`config.mk`:
```
export PLATFORM = sky130hd
export DESIGN_NAME = prog_load_ctrl
export DESIGN_NICKNAME = d
export VERILOG_FILES = /design/src/rtl/prog_load_ctrl_pkg.sv /design/src/rtl/prog_load_ctrl_pulse_rise.sv /design/src/rtl/prog_load_ctrl.sv
export SDC_FILE = /design/constraint.sdc
export NUM_CORES = 1
export LEC_CHECK = 0
export CORE_ASPECT_RATIO = 0.7
export CORE_MARGIN = 1
export CORE_UTILIZATION = 47
export DETAILED_ROUTE_END_ITERATION = 7
export GPL_TIMING_DRIVEN = 0
export MAX_ROUTING_LAYER = met4
export PLACE_DENSITY_LB_ADDON = 0.08
export RECOVER_POWER = 25
export SLEW_MARGIN = 0
export SYNTH_ARGS = -nofsm -noshare
export SYNTH_HDL_FRONTEND = slang
export SYNTH_HIERARCHICAL = 1
export SYNTH_SLANG_ARGS = --single-unit
```
`constraint.sdc`:
```
create_clock -name clock -period 2.05 [get_ports clock]
set_input_delay 0.41 -clock clock [delete_from_list [all_inputs] [get_ports clock]]
set_output_delay 0.41 -clock clock [all_outputs]
set_load 0.01 [all_outputs]
```
`src/rtl/prog_load_ctrl_pkg.sv`:
```
// Shared CPU package: loader state encoding and memory-select bit position.
// Imported by the program-load controller and anything that decodes state_o.
package prog_load_ctrl_pkg;

  // Loader states; the numeric values are visible on state_o.
  typedef enum logic [2:0] {
    ST_RUN   = 3'd0,
    ST_ARMED = 3'd1,
    ST_LOAD  = 3'd2,
    ST_DRAIN = 3'd3,
    ST_FAULT = 3'd4
  } load_state_e;

  // Bit of the UART address that selects data memory (1) or instruction memory (0).
  localparam int MEM_SEL_BIT = 14;

endpackage

```
`src/rtl/prog_load_ctrl_pulse_rise.sv`:
```
// Purpose: rising-edge detector, rise = sig now high and low on the previous cycle.
// Latency: combinational from sig (history register adds one cycle of memory).
// Backpressure: none; one pulse per rising edge however long sig stays high.
// Ports: clock, reset (sync, active-high), sig (level in), rise (one-cycle pulse out).
module pulse_rise (
  input  logic clock,
  input  logic reset,
  input  logic sig,
  output logic rise
);

  logic sig_prev;

  always_ff @(posedge clock) begin
    if (reset) begin
      sig_prev <= 1'b0;
    end else begin
      sig_prev <= sig;
    end
  end

  assign rise = sig & ~sig_prev;

endmodule

```
`src/rtl/prog_load_ctrl.sv`:
```
// Purpose: sequences a UART program load - holds the CPU in reset, forwards UART writes
//   to instruction/data memory, drains, then releases the CPU; faults on UART silence.
// Latency: write strobe/address/data one cycle after the upg_wen_i rising edge.
// Backpressure: none; UART writes are taken as they come, one per rising edge of upg_wen_i.
// Ports: clock/reset (sync, active-high); start_pg load request; upg_* UART write side;
//   upg_rst_o/cpu_rst_o hold controls; imem_we_o/dmem_we_o/mem_adr_o/mem_dat_o memory write;
//   word_cnt_o words written this load; state_o current state; err_o timeout fault.
module prog_load_ctrl #(
  parameter int TIMEOUT_CYCLES = 10000000,
  parameter int DRAIN_CYCLES   = 4
) (
  input  logic        clock,
  input  logic        reset,
  input  logic        start_pg,
  input  logic        upg_wen_i,
  input  logic [14:0] upg_adr_i,
  input  logic [31:0] upg_dat_i,
  input  logic        upg_done_i,
  output logic        upg_rst_o,
  output logic        cpu_rst_o,
  output logic        imem_we_o,
  output logic        dmem_we_o,
  output logic [13:0] mem_adr_o,
  output logic [31:0] mem_dat_o,
  output logic [14:0] word_cnt_o,
  output logic [2:0]  state_o,
  output logic        err_o
);

  import prog_load_ctrl_pkg::*;

  // Counters only need to reach LIMIT-1; the transition fires on that value.
  localparam int TW = (TIMEOUT_CYCLES > 1) ? $clog2(TIMEOUT_CYCLES) : 1;
  localparam int DW = (DRAIN_CYCLES > 1) ? $clog2(DRAIN_CYCLES) : 1;
  localparam logic [TW-1:0] TMO_LAST   = TW'(TIMEOUT_CYCLES - 1);
  localparam logic [DW-1:0] DRAIN_LAST = DW'(DRAIN_CYCLES - 1);
  localparam logic [14:0]   WORD_MAX   = 15'h7FFF;

  load_state_e   state, state_nxt;
  logic [TW-1:0] tmo_cnt;
  logic [DW-1:0] drain_cnt;
  logic          wr_rise;
  logic          fwd;
  logic          arm_entry;
  logic          drain_entry;
  logic          tmo_hit;
  logic          drain_hit;

  pulse_rise u_wen_rise (
    .clock (clock),
    .reset (reset),
    .sig   (upg_wen_i),
    .rise  (wr_rise)
  );

  assign tmo_hit     = (tmo_cnt == TMO_LAST);
  assign drain_hit   = (drain_cnt == DRAIN_LAST);
  // Only edges seen while the loader owns the memories are forwarded.
  assign fwd         = wr_rise && ((state == ST_ARMED) || (state == ST_LOAD));
  assign arm_entry   = (state_nxt == ST_ARMED) && (state != ST_ARMED);
  assign drain_entry = (state_nxt == ST_DRAIN) && (state != ST_DRAIN);

  always_ff @(posedge clock) begin
    if (reset) begin
      state      <= ST_RUN;
      tmo_cnt    <= '0;
      drain_cnt  <= '0;
      imem_we_o  <= 1'b0;
      dmem_we_o  <= 1'b0;
      mem_adr_o  <= '0;
      mem_dat_o  <= '0;
      word_cnt_o <= '0;
    end else begin
      state     <= state_nxt;
      imem_we_o <= fwd & ~upg_adr_i[MEM_SEL_BIT];
      dmem_we_o <= fwd &  upg_adr_i[MEM_SEL_BIT];
      if (fwd) begin
        mem_adr_o <= upg_adr_i[13:0];
        mem_dat_o <= upg_dat_i;
      end

      if (arm_entry) begin
        word_cnt_o <= '0;
      end else if (fwd && (word_cnt_o != WORD_MAX)) begin
        word_cnt_o <= word_cnt_o + 15'd1;
      end

      // Measures silence since arming or since the most recent write edge.
      if (arm_entry || wr_rise) begin
        tmo_cnt <= '0;
      end else if ((state == ST_ARMED) || (state == ST_LOAD)) begin
        tmo_cnt <= tmo_cnt + 1'b1;
      end

      if (drain_entry) begin
        drain_cnt <= '0;
      end else if (state == ST_DRAIN) begin
        drain_cnt <= drain_cnt + 1'b1;
      end
    end
  end

  always_comb begin
    state_nxt = state;
    upg_rst_o = 1'b1;
    cpu_rst_o = 1'b1;
    err_o     = 1'b0;
    unique case (state)
      ST_RUN: begin
        cpu_rst_o = 1'b0;
        if (start_pg) state_nxt = ST_ARMED;
      end
      ST_ARMED: begin
        upg_rst_o = 1'b0;
        // A write with done in the same cycle goes to LOAD; done still high there drains.
        if (wr_rise)         state_nxt = ST_LOAD;
        else if (upg_done_i) state_nxt = ST_DRAIN;
        else if (tmo_hit)    state_nxt = ST_FAULT;
      end
      ST_LOAD: begin
        upg_rst_o = 1'b0;
        if (upg_done_i)               state_nxt = ST_DRAIN;
        else if (!wr_rise && tmo_hit) state_nxt = ST_FAULT;
      end
      ST_DRAIN: begin
        if (drain_hit) state_nxt = ST_RUN;
      end
      ST_FAULT: begin
        err_o = 1'b1;
        if (start_pg) state_nxt = ST_ARMED;
      end
      default: state_nxt = ST_RUN;
    endcase
  end

  assign state_o = state;

endmodule
```
## Word level (Yosys, flattened, before mapping)

Index checks and enable logic that the tools add are counted.

| storage, ports and cells | value |
|---|---|
| register bits | 93 |
| input port bits | 52 |
| output and inout port bits | 69 |
| logic and storage cells | 53 |

| cells by class | value |
|---|---|
| $add $sub $neg | 3 |
| equality and inequality tests | 11 |
| mux-type cells | 11 |
| bitwise logic cells | 5 |
| reduce and logical (&&, ||, !) cells | 14 |

Operators with widths:

| kind | count |
|---|---|
| 24-bit by 1-bit adder with 24-bit output (second input constant) | 1 |
| 24-bit equality test (second input constant) | 1 |
| 3-bit two-way mux | 7 |
| 15-bit by 1-bit adder with 15-bit output (second input constant) | 1 |
| 15-bit inequality test (second input constant) | 1 |
| 3-bit one-hot mux with 4 select lines | 1 |
| 2-bit OR reduction | 5 |
| 3-bit by 2-bit equality test with 1-bit output (second input constant) | 3 |
| 3-bit by 1-bit equality test with 1-bit output (second input constant) | 2 |
| 1-bit logical AND | 5 |
| 1-bit AND | 3 |
| 3-bit equality test (second input constant) | 1 |
| 3-bit zero test | 1 |
| 1-bit two-way mux | 3 |
| 3-bit by 1-bit inequality test with 1-bit output (second input constant) | 1 |
| 3-bit by 2-bit inequality test with 1-bit output (second input constant) | 1 |
| 2-bit by 1-bit adder with 2-bit output (second input constant) | 1 |
| 2-bit equality test (second input constant) | 1 |
| 1-bit logical OR | 2 |
| 1-bit inverter | 2 |
| 1-bit zero test | 1 |

## Longest topological paths before layout

Gate-level depths: netlist (run 1).

| logic depth | value |
|---|---|
| depth after elaboration | 11 |
| gate-level depth with buffers | 7 |

## Modules after synthesis

Netlist (run 1), hierarchy kept.

Modules (own cells, without submodules):

| module | instances | cells each | area an instance (µm²) | seq. area each (µm²) |
|---|---|---|---|---|
| prog_load_ctrl | 1 | 458 | 3871.2 | 1841.8 |
| pulse_rise | 1 | 3 | 47.5 | 20.0 |

## Least setup slack after synthesis (run 1)

Ideal clock, no wire load.

| path | value |
|---|---|
| kind | flip-flop to flip-flop |
| start point | reg word_cnt_o[0] |
| end point | reg word_cnt_o[10] |
| library setup time | 0.128 ns |
| arrival | 1.564 ns |
| path slack | 0.358 ns |
| cell stages (with the launch flop) | 8 |
| buffers on the path | 1 |
| period minus slack after synthesis | 1.692 ns |
| path through | dfxtp_1 > ha_1 > nand3_1 > nor4_4 > buf_4 > nor4_1 > xnor2_1 > nor2_1 |

| between the ends | value |
|---|---|
| longest elaborated chain between the ends | 2 |

Ends and longest elaborated chain:

| item | line | RTL |
|---|---|---|
| start: declaration | prog_load_ctrl.sv:25 | `output logic [14:0] word_cnt_o,` |
| start signal: assignment | prog_load_ctrl.sv:85 | `word_cnt_o <= word_cnt_o + 15'd1;` |
| parallel branches: the longest is 2 deep, another holds 15-bit by 1-bit adder with 15-bit output | -- |  |

Parallel ways; which one is timed is not known.
A chain may end at the register's enable or synchronous reset.

## Worst setup path in the final report (run 1)

| path | value |
|---|---|
| start point | reg state[1], in the netlist state_o[1] |
| end point | out err_o |

| between the ends | value |
|---|---|
| longest elaborated chain between the ends | 2 |

Ends and longest elaborated chain:

| item | line | RTL |
|---|---|---|
| start: declaration | prog_load_ctrl.sv:39 | `load_state_e state, state_nxt;` |
| start signal: assignment | prog_load_ctrl.sv:74 | `state <= state_nxt;` |
| 3-bit equality test | prog_load_ctrl.sv:108 | `unique case (state)` |
| 1-bit two-way mux | prog_load_ctrl.sv:108 |  |
| end: declaration | prog_load_ctrl.sv:27 | `output logic err_o` |

Every way passes these cells.

==> results of run 1 <==
[cell type report]
| type | count | share of cell area [%] |
|---|---|---|
| timing repair buffer | 124 | 21.8 |
| multi-input combinational | 337 | 34.2 |
| sequential | 93 | 33.1 |
| clock buffer | 12 | 4.55 |
| clock inverter | 4 | 1.24 |
| tap | 101 | 2.24 |
| inverter | 4 | 0.355 |
| buffer | 26 | 2.53 |
[layout by cell type, fill, tap and decap left out, drive strengths merged, types with 3 or more instances in the layout]
cell type      synthesis  layout
nor4b                  4       4
nor4                  11      11
dfxtp                 93      93
nor3b                  3       3
nor2b                  3       3
nand3                 20      20
nand4                 13      13
inv                    3       3
dlygate4sd3            0      34
clkdlybuf4s50          0      83
clkbuf                13      25
and3                   6       6
a21oi                 50      50
and4                   7       7
buf                   14      17
xor2                  21      21
o21ai                  4       4
a31oi                  4       4
xnor2                 17      17
nor3                   6       6
clkinv                 1       3
nand2                110     110
nor2                  43      43
ha                     3       3
[kinds of logic after synthesis]
| family | after synthesis |
|---|---|
| simple gates | 233 |
| compound gates | 63 |
| xor+xnor | 38 |
| fa+ha+maj | 3 |
| buf+inv | 31 |
| flops | 93 |
[synthesized netlist by cell type (all sizes together) (6+ instances only)]
| master | n |
|---|---|
| and4 | 7 |
| buf | 14 |
| and3 | 6 |
| nor4 | 11 |
| nand2 | 110 |
| xor2 | 21 |
| nor2 | 43 |
| a21oi | 50 |
| nor3 | 6 |
| dfxtp | 93 |
| nand3 | 20 |
| xnor2 | 17 |
| clkbuf | 13 |
| nand4 | 13 |
[power breakdown]
group          total [mW]  internal [mW]  switching, mW
Sequential           1.95           1.89         0.0523
Clock                1.80           1.13          0.670
Combinational       0.743          0.362          0.381
[worst paths after layout]
path / startpoint / slack [ns] / cells past startpoint / endpoint
worst min-delay path: mem_dat_o[16] / 0.45 / 2 / mem_dat_o[16]
worst max-delay path: state_o[1] / 0.08 / 4 / err_o
worst max register to register: word_cnt_o[0] / 0.17 / 7 / word_cnt_o[8]
worst min register to register: mem_dat_o[16] / 0.45 / 2 / mem_dat_o[16]
[registers in the layout (all words and copies together) (netlist names), 2 cells and up]
signal,count
tmo_cnt,24
word_cnt_o,15
drain_cnt,2
mem_adr_o,14
state_o,3
mem_dat_o,32
[what timing repair did]
| item | 4_1_cts | 5_1_grt |
|---|---|---|
| setup endpoints to repair | 23 | 10 |
| pin swaps | 1 | 1 |
| gates resized for setup | 15 | 3 |
| setup buffers | 1 | 3 |
[metrics by stage]
| step | setup TNS, ns | power (mW) | setup WS, ns |
|---|---|---|---|
| final | 0 | 4.49 | 0.0849 |
| after global routing | 0 | 4.69 | 0.0101 |
| after CTS | 0 | 4.54 | 0.0219 |
| after detailed placement | -16.61 | 2.72 | -0.616 |
| after global placement | -14.80 | 2.71 | -0.566 |
| after floorplan | 0 | 2.35 | 0.358 |
[tightest hold or removal path, stage by stage, from the launching register on]
cell and delay, ns:
dfxtp_1 0.30, nand2_1 0.05, a21oi_1 0.05
[layer usage]
metal / routed length [microns] / share of wire, % / vias up
li1: - / - / 1831
met1: 4600 / 47 / 1695
met2: 4380 / 45 / 112
met3: 641 / 6.6 / 10
met4: 122 / 1.3 / 0
met5: 0 / 0 / -
==> flow_metrics.tcl, run 1 <==
set metrics [dict create \
    ant_nets 0 \
    syn_inst 461 \
    crit_chain "clkbuf_4 > or2_2 > nor2_1 > clkdlybuf4s15_1" \
    p_per_area_nw_per_um2 796 \
    synth_compound_area_share_pct 8.68 \
    slew_headroom_pct 55.3 \
    critPathBufInv 2 \
    fillers 644 \
    cts_htree_levels 3 \
    timing.fmax_mhz 509 \
    crit_fanout 10 \
    hold_path.class "register to register" \
    die_h_microns 78.4 \
    slowest_stage "dfxtp_2" \
    synth_top_cell_by_area "dfxtp_1" \
    start_util_pct 49.2 \
    finalNonFillerCells 701 \
    n_antenna_cell 0 \
    synth_ff_type "dfxtp_1" \
    gr-total-overflow 0 \
    postPlaceCellArea_sq_um 5250 \
    fin_crit_sh_pct 95.9 \
    clock-sinks 93 \
    grt_pass1_wl_microns 16000 \
    synthAdderAreaFrac_pct 0.958 \
    synthMuxAreaShare_pct 0 \
    die_area_sq_um 8710 \
    place_hpwl_microns 7190 \
    hold_viol 0 \
    io_buffers 120 \
    use_met2_pct 37.5 \
    violations "design-rule violations" \
    cp_top_family "buffers and inverters" \
    dr.first_iter.drc_count 178 \
    clock_latency_ns 0.33 \
    track_usage_pct 24.0 \
    tightest_slew_ns 0.662 \
    dp.cells 682 \
    numCtsBuffers 9 \
    max-cap-violations 0 \
    wl_per_cell_microns 13.9 \
    fin_util_pct 70.7 \
    synth_xor_area_share_pct 8.68 \
    grt_use_met3_pct 8.03 \
    cp-end-kind "primary output" \
    grt_pass1_vias 3426 \
    layout-drive-gt1-share_pct 9.33 \
    dr_total_vias 3648 \
    antenna_found_initial 0 \
    cts.hold.buffers_added 0 \
    synth_area_sq_um 3920 \
    ff_latch_area_sq_um 1860 \
    status "finished with violations" \
    detail_route.wirelength_microns 9750 \
    gp_routability_congestion 0.826 \
    arrival_ns 1.56 \
    synth_top_area_share_pct 47.5 \
    die_w_microns 111 \
    area_growth_pct 43.9 \
    cts_tree "built" \
    stdcell_area_sq_um 5640 \
    yosys_warnings 6 \
    drc 5 \
    clkTransAtPathRegs_ns 0.06 \
    synth_edf_count 0 \
    clock_tree.buffer_depth 2 \
    synth_top_family_by_area "simple AND/OR/NAND/NOR gates" \
    nets 650 \
    synth-seq-area-share_pct 47.5 \
    ys_seq_elements 93 \
    crit_path_start_kind "register" \
    root_buffer "clkbuf_16" \
    synthSimpleGateAreaFrac_pct 30.5 \
    ir_drop_v 0.000580 \
    use_met1_pct 30.0 \
    rows 27 \
    cp.required_ns 1.64 \
    grt_setup_unrepaired "no" \
    worst_clock_skew_ns 0.00691 \
    ys_async_sr_fraction_pct 0 \
    slew_violations 0 \
    worst-setup-path-type "register to primary output" \
    busiest_layer "met2" \
    cp_slowest_stage_delay_ns 0.38 \
    yosysUniqueCellTypes 44 \
    routed_via_density 5.20 \
    first_pass_iters 6 \
    grt_max_degree 15 \
    synth.area.top_cells "dfxtp_1 48%, nand2_1 11%, a21oi_1 6.4%, xor2_1 4.7%, nor2_1 4.1%" \
    period_needed_ns 1.97 \
    hold_ws_ns 0.448 \
    multi_input_area_sq_um 1930 \
    syn-num-nets 516 \
    p_leak_nw 2.06 \
    core_region_area_sq_um 7970 \
    setup_viol 0 \
    synth_area_per_cell_sq_um 8.50 \
    boundaryPins 121 \
]
(Power assumes the default switching activity.)
==> run 2: changes to the inputs <==
--- a/config.mk
+++ b/config.mk
@@ -13,6 +13,7 @@
 export MAX_ROUTING_LAYER = met4
 export PLACE_DENSITY_LB_ADDON = 0.08
 export RECOVER_POWER = 25
+export SKIP_CTS_REPAIR_TIMING = 1
 export SLEW_MARGIN = 0
 export SYNTH_ARGS = -nofsm -noshare
 export SYNTH_HDL_FRONTEND = slang
==> run 2 against run 1 <==
  * The flow still finishes with violations (design-rule violations)
  * Sequential power barely moved
  * Non-clock buffer count rose by 4
  * Utilization rose by 0.49 points
  * Critical endpoint is now cpu_rst_o
  * Worst hold slack barely moved
  * Global-route usage fell by 0.070 points
==> flow_metrics.tcl, run 2 (same netlist as run 1, synthesis figures left out) <==
set metrics [dict create \
    status "finished with violations" \
    violations "design-rule violations" \
    intPower_mw 3.39 \
    hold_path.startpoint "mem_dat_o[16]" \
    worst_clock_skew_ns 0.00778 \
    cp_top_family "buffers and inverters" \
    dr.first_iter.drc_count 183 \
    die_w_microns 111 \
    cts_tree "built" \
    routed_via_density 5.17 \
    finalNonFillerCells 705 \
    slew_violations 0 \
    period_needed_ns 1.97 \
    first_pass_iters 6 \
    n_antenna_cell 0 \
    dr_total_vias 3645 \
    cp_slowest_stage_delay_ns 0.53 \
    worst-setup-path-type "register to primary output" \
    boundaryPins 121 \
    power_mw 4.50 \
    layout_common_cells "110 x nand2_1, 92 x dfxtp_1, 84 x clkdlybuf4s50_1" \
    layout-drive-gt1-share_pct 9.93 \
    timing.fmax_mhz 507 \
    critPathBufInv 3 \
    r2r_start "tmo_cnt[0]" \
    finalWorstSetupSlack_ns 0.0771 \
    grt_setup_unrepaired "no" \
    place_ws_ns -0.616 \
    wl_per_cell_microns 14.0 \
    largestRegisters "mem_dat_o: 32 flops, tmo_cnt: 24 flops, word_cnt_o: 15 flops" \
    combPwrFrac_pct 16.6 \
    gp_routability_congestion 0.826 \
    io_buffers 120 \
    p_sw_mw 1.11 \
    ff_latch_area_sq_um 1860 \
    numCtsBuffers 9 \
    hold_ws_ns 0.448 \
    clkTransAtPathRegs_ns 0.06 \
    core_region_area_sq_um 7970 \
    clock_latency_ns 0.34 \
    clock_tree.buffer_depth 2 \
    p_per_area_nw_per_um2 792 \
    ff2ff_setup_slack_ns 0.14 \
    fin_tns_setup_ns 0 \
    hold_viol 0 \
    fin_crit_sh_pct 96.2 \
    crit_path_start_kind "register" \
    largest_reg_flops 32 \
    crit_chain "buf_6 > clkinvlp_4 > nand2_1 > clkdlybuf4s50_1" \
    setup_viol 0 \
    crit_fanout 5 \
    nets 654 \
    tightest_slew_ns 0.631 \
    antenna_found_initial 0 \
    max-cap-violations 0 \
    die_area_sq_um 8710 \
    swShare_pct 24.7 \
    pwr-share-clk_pct 40.1 \
    clock-sinks 93 \
    rows 27 \
    grt_pass1_wl_microns 16000 \
    slowest_stage "clkdlybuf4s50_1" \
    slew_headroom_pct 57.4 \
    postPlaceCellArea_sq_um 5250 \
    cp-end-kind "primary output" \
    ir_drop_v 0.000580 \
    detail_route.wirelength_microns 9870 \
    place_hpwl_microns 7190 \
    start_util_pct 49.2 \
    cp.required_ns 1.64 \
    drc 5 \
    stdcell_area_sq_um 5680 \
    area_growth_pct 44.9 \
    root_buffer "clkbuf_16" \
    die_h_microns 78.4 \
    gr-total-overflow 0 \
    hold_path.class "register to register" \
    fillers 641 \
    arrival_ns 1.56 \
    multi_input_area_sq_um 1930 \
    seqPwrFrac_pct 43.2 \
    largest-register "mem_dat_o" \
    cts_htree_levels 3 \
    ant_nets 0 \
    track_usage_pct 24.0 \
    startpoint "state_o[2]" \
    dp.cells 682 \
    grt_pass1_vias 3423 \
    p_leak_nw 2.10 \
    fin_util_pct 71.2 \
    final_common_cell "nand2_1" \
    grt_max_degree 15 \
]
## run 2: metal layers
metal	global-route usage (%)	wire, microns
met5	-	0
met2	37.4	4470
met1	29.8	4630
met3	8.19	616
met4	6.49	150
## run 2: layout make-up
cell class / count / area share [%]
Sequential cell: 93 / 32.8
Multi-Input combinational cell: 337 / 34.1
Clock buffer: 12 / 4.52
Buffer: 26 / 2.45
Timing Repair Buffer: 128 / 22.3
Clock inverter: 4 / 1.23
Inverter: 4 / 0.331
Tap cell: 101 / 2.23
## run 2: power by group through the flow
| stage | Combinational [mW] | Sequential, mW | Clock [mW] |
|---|---|---|---|
| 2_1_floorplan | 0.332 | 2.02 | 0 |
| 3_3_place_gp | 0.728 | 1.98 | 0 |
| 3_5_place_dp | 0.738 | 1.98 | 0 |
| 4_1_cts | 0.745 | 1.94 | 1.83 |
| 5_1_grt | 0.820 | 1.95 | 1.91 |
| 6_report | 0.747 | 1.94 | 1.80 |
## run 2: worst reg2reg max path, cell delays in order, from the launching register on
cell     delay (ns)
dfxtp_1        0.37
ha_1           0.21
nand4_1        0.12
or4_1          0.58
nor4_1         0.34
o221a_2        0.25
## run 2: path summary, 6_finish.rpt
path | to | depth (start not counted)
max reg2reg | state_o[2] | 5
min | mem_dat_o[16] | 2
min reg2reg | mem_dat_o[16] | 2
max | cpu_rst_o | 4
